`src/rtl/bfg_mux_sat_cnt.sv`:
```
// Saturating mismatch counter: sync clear wins over increment, holds at all-ones.
// Update visible one cycle after i_inc; no backpressure.
module bfg_mux_sat_cnt #(
  parameter int CNT_W = 8
) (
  input  logic             clk,
  input  logic             rst_n,
  input  logic             i_clr,
  input  logic             i_inc,
  output logic [CNT_W-1:0] o_cnt
);

  logic [CNT_W-1:0] r_cnt;

  always_ff @(posedge clk) begin
    if (!rst_n) begin
      r_cnt <= '0;
    end else if (i_clr) begin
      r_cnt <= '0;
    end else if (i_inc && !(&r_cnt)) begin
      r_cnt <= r_cnt + {{(CNT_W-1){1'b0}}, 1'b1};
    end
  end

  assign o_cnt = r_cnt;

endmodule

```
`config.mk`:
```
export PLATFORM = sky130hd
export DESIGN_NAME = bfg_mux_sat_cnt
export DESIGN_NICKNAME = d
export VERILOG_FILES = /design/src/rtl/bfg_mux_sat_cnt.sv
export SDC_FILE = /design/constraint.sdc
export NUM_CORES = 1
export LEC_CHECK = 0
export CAP_MARGIN = 25
export CORE_AREA = 4 4 41 43
export CTS_CLUSTER_DIAMETER = 120
export DETAILED_ROUTE_END_ITERATION = 8
export DIE_AREA = 0 0 45 47
export GPL_TIMING_DRIVEN = 0
export PLACE_DENSITY_LB_ADDON = 0.05
export SYNTH_ARGS = -nofsm -noshare
export SYNTH_HDL_FRONTEND = slang
export SYNTH_SLANG_ARGS = --single-unit
```
`constraint.sdc`:
```
create_clock -name clk -period 1.8 [get_ports clk]
set_input_delay 0.45 -clock clk [delete_from_list [all_inputs] [get_ports clk]]
set_output_delay 0.45 -clock clk [all_outputs]
set_load 0.03 [all_outputs]
```
==> reports/qor.txt, run 1 <==
Tcrit/Tclk final = 96.7%
largest family of logic cells by synthesized area = compound AO/OA/AOI/OAI gates
slowest stage delay, CP = 680 ps
Worst setup EP type = output pin
I/O Buffers = 11
CP max FO = 4
Worst-path clk slew = 50 ps
core area = 1300 µm²
Ys Warns = 0
DRC Markers = 0
pin count of the biggest net entering global routing = 9
Largest register FFs = 8
drt total wl = 1000 µm
cell count after synthesis = 47
crit path cell chain = clkdlybuf4s50_1
Synth Area in Adders = 2.86%
worst-skew pair later-pin latency = 250 ps
Layout area overhead = 33.4%
Max Fclk = 0.574 GHz
Syn Nets = 52
# diodes = 0
status = complete, no violations
post-synthesis compound-gate area fraction = 29.1%
Post-synth ARST share = 0%
Die Wd = 45 µm
setup ws final = 58.7 ps
CTS root buf = clkbuf_4
Post-Synth XOR/XNOR Area = 0%
Distinct cells, synth = 25
die area = 2120 µm²
RSZ-0062 raised after global routing = no
Final Max Slew Viols = 0
ANT nets after route = 0
Post-synth EDFFs = 0
final setup fails = 0
H-tree Lvls = 1
gpl congestion = 0.800
multiplexer share of the synthesized area = 4.57%
Fin. Hold Viols = 0
antenna violations before repair = 0
ys flop type = dfxtp_1
hold_ws = 512 ps
Yosys top cell by area = dfxtp_1
total CTS buffers = 3
setup tns final = 0 ps
worst vdd ir = 244 µV
number of global-route vias before repair = 408
vias post-DR = 427
post-layout net count = 68
Max-slew headroom = 67.5%
drt initial violations = 3
WL per Instance = 13.2 µm
Final min period = 1740 ps
Req. time, crit path = 1350 ps
CP startpoint kind = register
# clock sinks = 8
GRT Util Overall = 11.4%
DR vias/cell = 5.62
dpl ws = 28.3 ps
Syn Area/Cell = 9.32 µm²
pwr/cell area = 587 nW/µm²
Fill cells = 149
TritonRoute pass-1 iters = 4
worst min path class = reg -> reg
Final Util = 44.9%
Max Cap Viol = 0
Synth Register Bits = 8
row count = 13
synthesized area = 438 µm²
global-route wire length before repair = 1690 µm
Worst-Margin Slew = 487 ps
Clock Path Buffers = 2
IO Pins = 12
worst clock skew = 0.997 ps
total grt overflow = 0
TritonCTS clock tree = done
sequential share of the synthesized area = 36.6%
DP HPWL = 737 µm
CP Buf/Inv Count = 1
simple-gate share of the synthesized area = 24.3%
critical path class = reg -> out
share of layout cells above drive strength 1 = 14.8%
critical path's top delay family = buffers and inverters
crit path DAT = 1290 ps
top cell types by occurrence after synthesis = 8 x dfxtp_1, 6 x nand2_1, 5 x a21oi_1, 3 x nand2b_1
count leader, synth = dfxtp_1
Vert. Die Dim = 47 µm
synth top area cells = dfxtp_1 37%, a21oi_1 5.7%, nand2_1 5.1%
Crit-path slowest cell = clkdlybuf4s50_1
Starting Density = 33.7%
LEAKAGE = 0.244 nW
area share of the largest cell type after synthesis = 36.6%
[path summary, 6_finish.rpt]
kind                  from        to  slack, ps  cells past startpoint
setup / recovery  o_cnt[6]  o_cnt[6]         60                      1
hold / removal    o_cnt[1]  o_cnt[1]        510                      2
setup reg to reg  o_cnt[0]  o_cnt[3]        360                      4
hold reg to reg   o_cnt[1]  o_cnt[1]        510                      2
[power breakdown]
group	internal [mW]	total, mW	switching [mW]
Clock	0.0763	0.138	0.0616
Sequential	0.179	0.181	0.00208
Combinational	0.0119	0.0242	0.0124
[logic make-up after synthesis]
group | after synthesis
DFF | 8
AOI/OAI and AO/OA | 16
and+or+nand+nor | 19
adders and majority gates | 1
muxes | 2
buffers and inverters | 1
[timing repair]
action	in CTS	in global routing
gates resized for setup	6	1
setup endpoints to repair	6	1
buffers inserted	0	0
hold endpoints to repair	0	0
hold buffers	0	0
[metrics by stage]
| step | instance area, µm² | instances | total power, mW |
|---|---|---|---|
| 2_1_floorplan | 438 | 47 | 0.197 |
| 3_3_place_gp | 567 | 73 | 0.210 |
| 3_5_place_dp | 567 | 73 | 0.210 |
| 4_1_cts | 582 | 76 | 0.349 |
| 5_1_grt | 584 | 76 | 0.358 |
| 6_report | 584 | 76 | 0.343 |
[layout by cell type, fill, tap and decap left out, drive strengths merged, types with 2 or more instances in the layout]
cell type and n:
mux2i 2, dfxtp 8, clkdlybuf4s50 4, nand2 6, and4 2, nand3 2, dlygate4sd2 6, nand4 2
nand2b 3, a21oi 5, clkbuf 3, o21ai 2, a21boi 2, a211oi 2
[routing by layer]
layer / GRT usage (%) / wire, µm / vias up
li1: - / - / 213
met1: 13.5 / 497 / 194
met2: 17.2 / 405 / 17
met3: 4.60 / 73 / 3
met4: 7.02 / 27 / 0
met5: 0 / 0 / -
[layout make-up]
cell class / count / area (µm²) / area share [%]
Multi-Input combinational cell: 38 / 267 / 45.6
Sequential cell: 8 / 160 / 27.4
Timing Repair Buffer: 11 / 105 / 18.0
Clock buffer: 3 / 22.5 / 3.85
Tap cell: 15 / 18.8 / 3.21
Buffer: 1 / 11.3 / 1.93
(Power assumes the default switching activity.)
==> inputs of run 2 (changes only) <==
--- a/config.mk
+++ b/config.mk
@@ -10,8 +10,8 @@
 export CTS_CLUSTER_DIAMETER = 120
 export DETAILED_ROUTE_END_ITERATION = 8
 export DIE_AREA = 0 0 45 47
-export GPL_TIMING_DRIVEN = 0
 export PLACE_DENSITY_LB_ADDON = 0.05
+export SLEW_MARGIN = 20
 export SYNTH_ARGS = -nofsm -noshare
 export SYNTH_HDL_FRONTEND = slang
 export SYNTH_SLANG_ARGS = --single-unit
==> run 2 against run 1 <==
Against the previous run:
- flip-flop and latch count unchanged
- final area increased by 4.5%
- fmax increased by 0.69%
- sequential power about the same
- total power decreased by 0.75%
- register-to-register slack improved by 20 ps
- clock skew increased by 2.5 ps
- critical endpoint unchanged
==> reports/qor.txt, run 2 (synthesized netlist as in run 1, its figures left out) <==
Critical Path Start = o_cnt[6]
Final Max Slew Viols = 0 (unchanged)
Die Wd = 45 µm (unchanged)
ANT nets after route = 0 (unchanged)
critical path's top delay family = buffers and inverters
LEAKAGE = 0.258 nW (+5.9%)
drt initial violations = 6 (+3)
IO Pins = 12 (unchanged)
Crit-path slowest cell = clkdlybuf4s50_1
setup ws final = 70.6 ps (+11.9 ps)
Max Fclk = 0.578 GHz (+0.69%)
critical path class = reg -> out
crit path DAT = 1280 ps (about the same)
Hold Path Cell Cnt = 1 (-1)
Hold-fix buffers, CTS = 0 (unchanged)
status = complete, no violations
Worst-path clk slew = 50 ps (about the same)
Worst-Margin Slew = 319 ps (-168 ps)
worst min path class = reg -> reg
drt total wl = 1050 µm (+5.0%)
CTS root buf = clkbuf_4
gpl congestion = 0.829 (+3.6%)
global-route wire length before repair = 1730 µm (+2.1%)
hold endpoint = o_cnt[5]
Largest register FFs = 8 (unchanged)
Req. time, crit path = 1350 ps (about the same)
commonest non-fill, non-tap cell in the layout = dfxtp_1
HP Start = o_cnt[5]
R2R cell count = 4 (unchanged)
vias post-DR = 437 (+2.3%)
r2r setup slk = 380 ps (+20 ps)
total grt overflow = 0 (unchanged)
pwr/cell area = 558 nW/µm² (-5.0%)
# diodes = 0 (unchanged)
Vert. Die Dim = 47 µm (unchanged)
DP HPWL = 815 µm (+11%)
crit path cell chain = clkdlybuf4s50_1
Tcrit/Tclk final = 96.1% (-0.66 points)
RR Endpoint = o_cnt[3]
worst clock skew = 3.54 ps (+2.54 ps)
DR vias/cell = 5.53 (-1.5%)
slowest stage delay, CP = 680 ps (about the same)
# clock sinks = 8 (unchanged)
final instance area = 611 µm² (+4.5%)
commonest non-fill, non-tap cells in the layout = 8 x dfxtp_1, 7 x clkdlybuf4s50_1, 6 x nand2_1
die area = 2120 µm² (unchanged)
core area = 1300 µm² (unchanged)
WL per Instance = 13.3 µm (+1.0%)
setup tns final = 0 ps (unchanged)
I/O Buffers = 11 (unchanged)
hold_ws = 520 ps (+7.06 ps)
GRT Util Overall = 11.6% (+0.15 points)
DRC Markers = 0 (unchanged)
Fin. Hold Viols = 0 (unchanged)
worst vdd ir = 255 µV (+4.5%)
worst-skew pair later-pin latency = 250 ps (about the same)
CP startpoint kind = register
final setup fails = 0 (unchanged)
Max-slew headroom = 78.7% (+11 points)
RSZ-0062 raised after global routing = no
Layout area overhead = 39.4%
Max Cap Viol = 0 (unchanged)
reg2reg start = o_cnt[0]
total CTS buffers = 3 (unchanged)
share of layout cells above drive strength 1 = 18.8% (+4.0 points)
row count = 13 (unchanged)
Final min period = 1730 ps (-11.9 ps)
TritonCTS clock tree = done
Fill cells = 146 (-2.0%)
pin count of the biggest net entering global routing = 9 (unchanged)
H-tree Lvls = 1 (unchanged)
Clock Path Buffers = 2 (unchanged)
CP Buf/Inv Count = 1 (unchanged)
TritonRoute pass-1 iters = 4 (unchanged)
antenna violations before repair = 0 (unchanged)
CP max FO = 4 (unchanged)
Starting Density = 33.7% (unchanged)
post-layout net count = 71 (+4.4%)
number of global-route vias before repair = 397 (-2.7%)
Worst setup EP type = output pin
dpl ws = 62.6 ps (+34.3 ps)
Placed Area = 586 µm² (+3.3%)
## run 2: cell types whose count changed in the layout (fill, tap and decap cells not counted), sizes merged
cell / delta
dlymetal6s2s: +1
dlygate4sd2: -4
buf: +3
clkdlybuf4s50: +3
## run 2: worst max path at each step
stage | end | slack, ps | depth (start not counted)
detailed placement | o_cnt[3] | 60 | 4
global placement | o_cnt[7] | 80 | 4
finish | o_cnt[6] | 70 | 1
floorplan | o_cnt[3] | 310 | 4
CTS | o_cnt[1] | 3 | 1
global route | o_cnt[6] | 20 | 1
## run 2: metrics by stage
step                std cells  total power [mW]  util, %
CTS                        79             0.348     46.5
finish                     79             0.340     46.9
detailed placement         76             0.212     45.0
global placement           76             0.212     45.0
floorplan                  47             0.197        -
global route               79             0.361     46.9
## run 2: worst register-to-register path, stage by stage, from the launching register on
cell and delay, ps:
dfxtp_1 340, ha_1 260, and3_2 270, a2111o_1 420, o21ai_2 50
## run 2: power breakdown
part,internal [mW],switching (mW)
Clock,0.0760,0.0569
Sequential,0.179,0.00203
Combinational,0.0135,0.0132
## run 2: area by class of cell
class	instances	area [µm²]	area share (%)
multi-input cells	38	267	43.6
flip-flops and latches	8	160	26.2
clock buffers	3	22.5	3.69
well taps	15	18.8	3.07
repair buffers	15	143	23.4
## run 2: timing repair
item                       in CTS  in global routing
setup endpoints to repair       2                  2
gates resized for setup         2                  2
pin swaps                       0                  0
buffers inserted                0                  0
## run 2: routing by layer
layer	global-route usage (%)	part of all wire, %
met1	12.6	47
met2	19.5	45
met3	4.98	6.8
met4	5.26	0.38
met5	0	0
==> inputs of run 3 (changes only) <==
--- a/config.mk
+++ b/config.mk
@@ -5,6 +5,7 @@
 export SDC_FILE = /design/constraint.sdc
 export NUM_CORES = 1
 export LEC_CHECK = 0
+export ABC_AREA = 0
 export CAP_MARGIN = 25
 export CORE_AREA = 4 4 41 43
 export CTS_CLUSTER_DIAMETER = 120
==> results of run 3 <==
The final DEF is identical to that of run 2; final timing and power are the same.
==> edit (settings of run 2) <==
Change the parameter `CNT_W` from 8 to 7.
--- a/src/rtl/bfg_mux_sat_cnt.sv
+++ b/src/rtl/bfg_mux_sat_cnt.sv
@@ -1,7 +1,7 @@
 // Saturating mismatch counter: sync clear wins over increment, holds at all-ones.
 // Update visible one cycle after i_inc; no backpressure.
 module bfg_mux_sat_cnt #(
-  parameter int CNT_W = 8
+  parameter int CNT_W = 7
 ) (
   input  logic             clk,
   input  logic             rst_n,
Ports: changed (resized o_cnt); port bits go from 12 to 11. The function was not compared with the original's and may differ.
==> edit against run 2 <==
Setup slack got worse by 0.0059 ns; cell area fell by 21%; sequential cell count fell by 1; die area did not move; power fell by 3.0%; wire length fell by 26%; synthesized area fell by 23%; cell count fell by 18%; largest cell class unchanged; largest power group unchanged.
==> edit: results (changes against run 2) <==
status:
  status: "complete, no violations"  # unchanged
placed_design:
  io_buffers: 10  # was 11
  place.gp.congestion: 0.7000  # was 0.8287
  hpwlAfterDp_um: 567.5  # was 815.2 µm
layout:
  largest_register_ffs: 7  # was 8
  drive_above_1_share: 0.1800  # was 0.1875
  seq_share: 0.2917  # was 0.2623
  n_clock_buffer: 4  # was 3
  clkCellAreaFrac: 0.05469  # was 0.03689
  diodes: 0  # unchanged
  num-fill-cells: 148  # was 146
  multi_input_area_um2: 193.9  # was 266.5 µm²
  buffers: 11  # was 15
timing:
  slew_headroom: 0.7744  # was 0.7873
  fin_skew_ns: 0.0009478  # was 0.003538 ns
route:
  via_count: 317  # was 437
  first_pass_iters: 3  # was 4
  post_drt_wl_per_cell_um: 12.00  # was 13.32 µm
synthesis:
  ys_seq_area_frac: 0.4148  # was 0.3657
  ys_top_cells_by_count: "dfxtp_1, a31oi_1, nand2_1, o21ai_0"  # was dfxtp_1, nand2_1, a21oi_1
  synth_nets: 41  # was 52
  synthTopCellsByArea: "dfxtp_1, a31oi_1, and4_2, mux2i_1, o21ai_0"  # was dfxtp_1, a21oi_1, nand2_1, mux2i_1, nand2b_1
  ys_ff_latch: 7  # was 8
pwr:
  p_leak_uw: 0.0002078  # was 0.0002583 µW
  clock_power_uw: 147  # was 133 µW
  p_seq_uw: 158  # was 181 µW
  p_switching_uw: 74.90  # was 72.06 µW
global_route:
  grt_pass1_vias: 304  # was 397
  track_usage: 0.09343  # was 0.1155
setup_path:
  critical_path.max_fanout: 3  # was 4
[edit: metrics by stage]
| step | hold WS [ns] | total power [µW] | std cells | area, µm² | worst slack, ns |
|---|---|---|---|---|---|
| after floorplan | 0.6076 | 173.3 | 36 | 337.8 | 0.4684 |
| after global placement | 0.4816 | 186.8 | 61 | 460.4 | 0.2301 |
| after detailed placement | 0.4990 | 187.1 | 61 | 460.4 | 0.1838 |
| after CTS | 0.5099 | 338.9 | 65 | 480.5 | 0.05033 |
| after global routing | 0.5418 | 349.8 | 65 | 480.5 | 0.01340 |
| final | 0.5144 | 330.1 | 65 | 480.5 | 0.06465 |
[edit: kinds of logic (layout without fill, tap and decap cells)]
family / after synthesis / count (layout) / synth area share
flops: 7 / 7 / 0.4148
fa+ha+maj: 1 / 1 / 0.03703
buf+inv: 1 / 15 / 0.01110
mux: 2 / 2 / 0.05926
simple gates: 16 / 16 / 0.3223
compound gates: 9 / 9 / 0.1555
[edit: layer usage]
metal  global-route usage  routed length (µm)  share of wire  vias to the layer above
li1                     -                   -              -                      164
met1              0.09153                 326           0.42                      144
met2               0.1412                 375           0.48                        9
met3              0.08429                  79           0.10                        0
met4              0.03509                   0              0                        0
met5                    0                   0              0                        -
[edit: final timing paths]
check | start | endpoint | depth (start not counted)
max | o_cnt[6]$_SDFFE_PP0P_ | o_cnt[6] | 1
min | o_cnt[3]$_SDFFE_PP0P_ | o_cnt[3]$_SDFFE_PP0P_ | 1
max reg2reg | o_cnt[0]$_SDFFE_PP0P_ | o_cnt[4]$_SDFFE_PP0P_ | 5
min reg2reg | o_cnt[3]$_SDFFE_PP0P_ | o_cnt[3]$_SDFFE_PP0P_ | 1
[edit: repair_timing]
action                                  in CTS  in global routing
gates resized for setup                      5                  0
endpoints found under the setup margin       5                  0
buffers inserted                             0                  0
endpoints found under the hold margin        0                  0
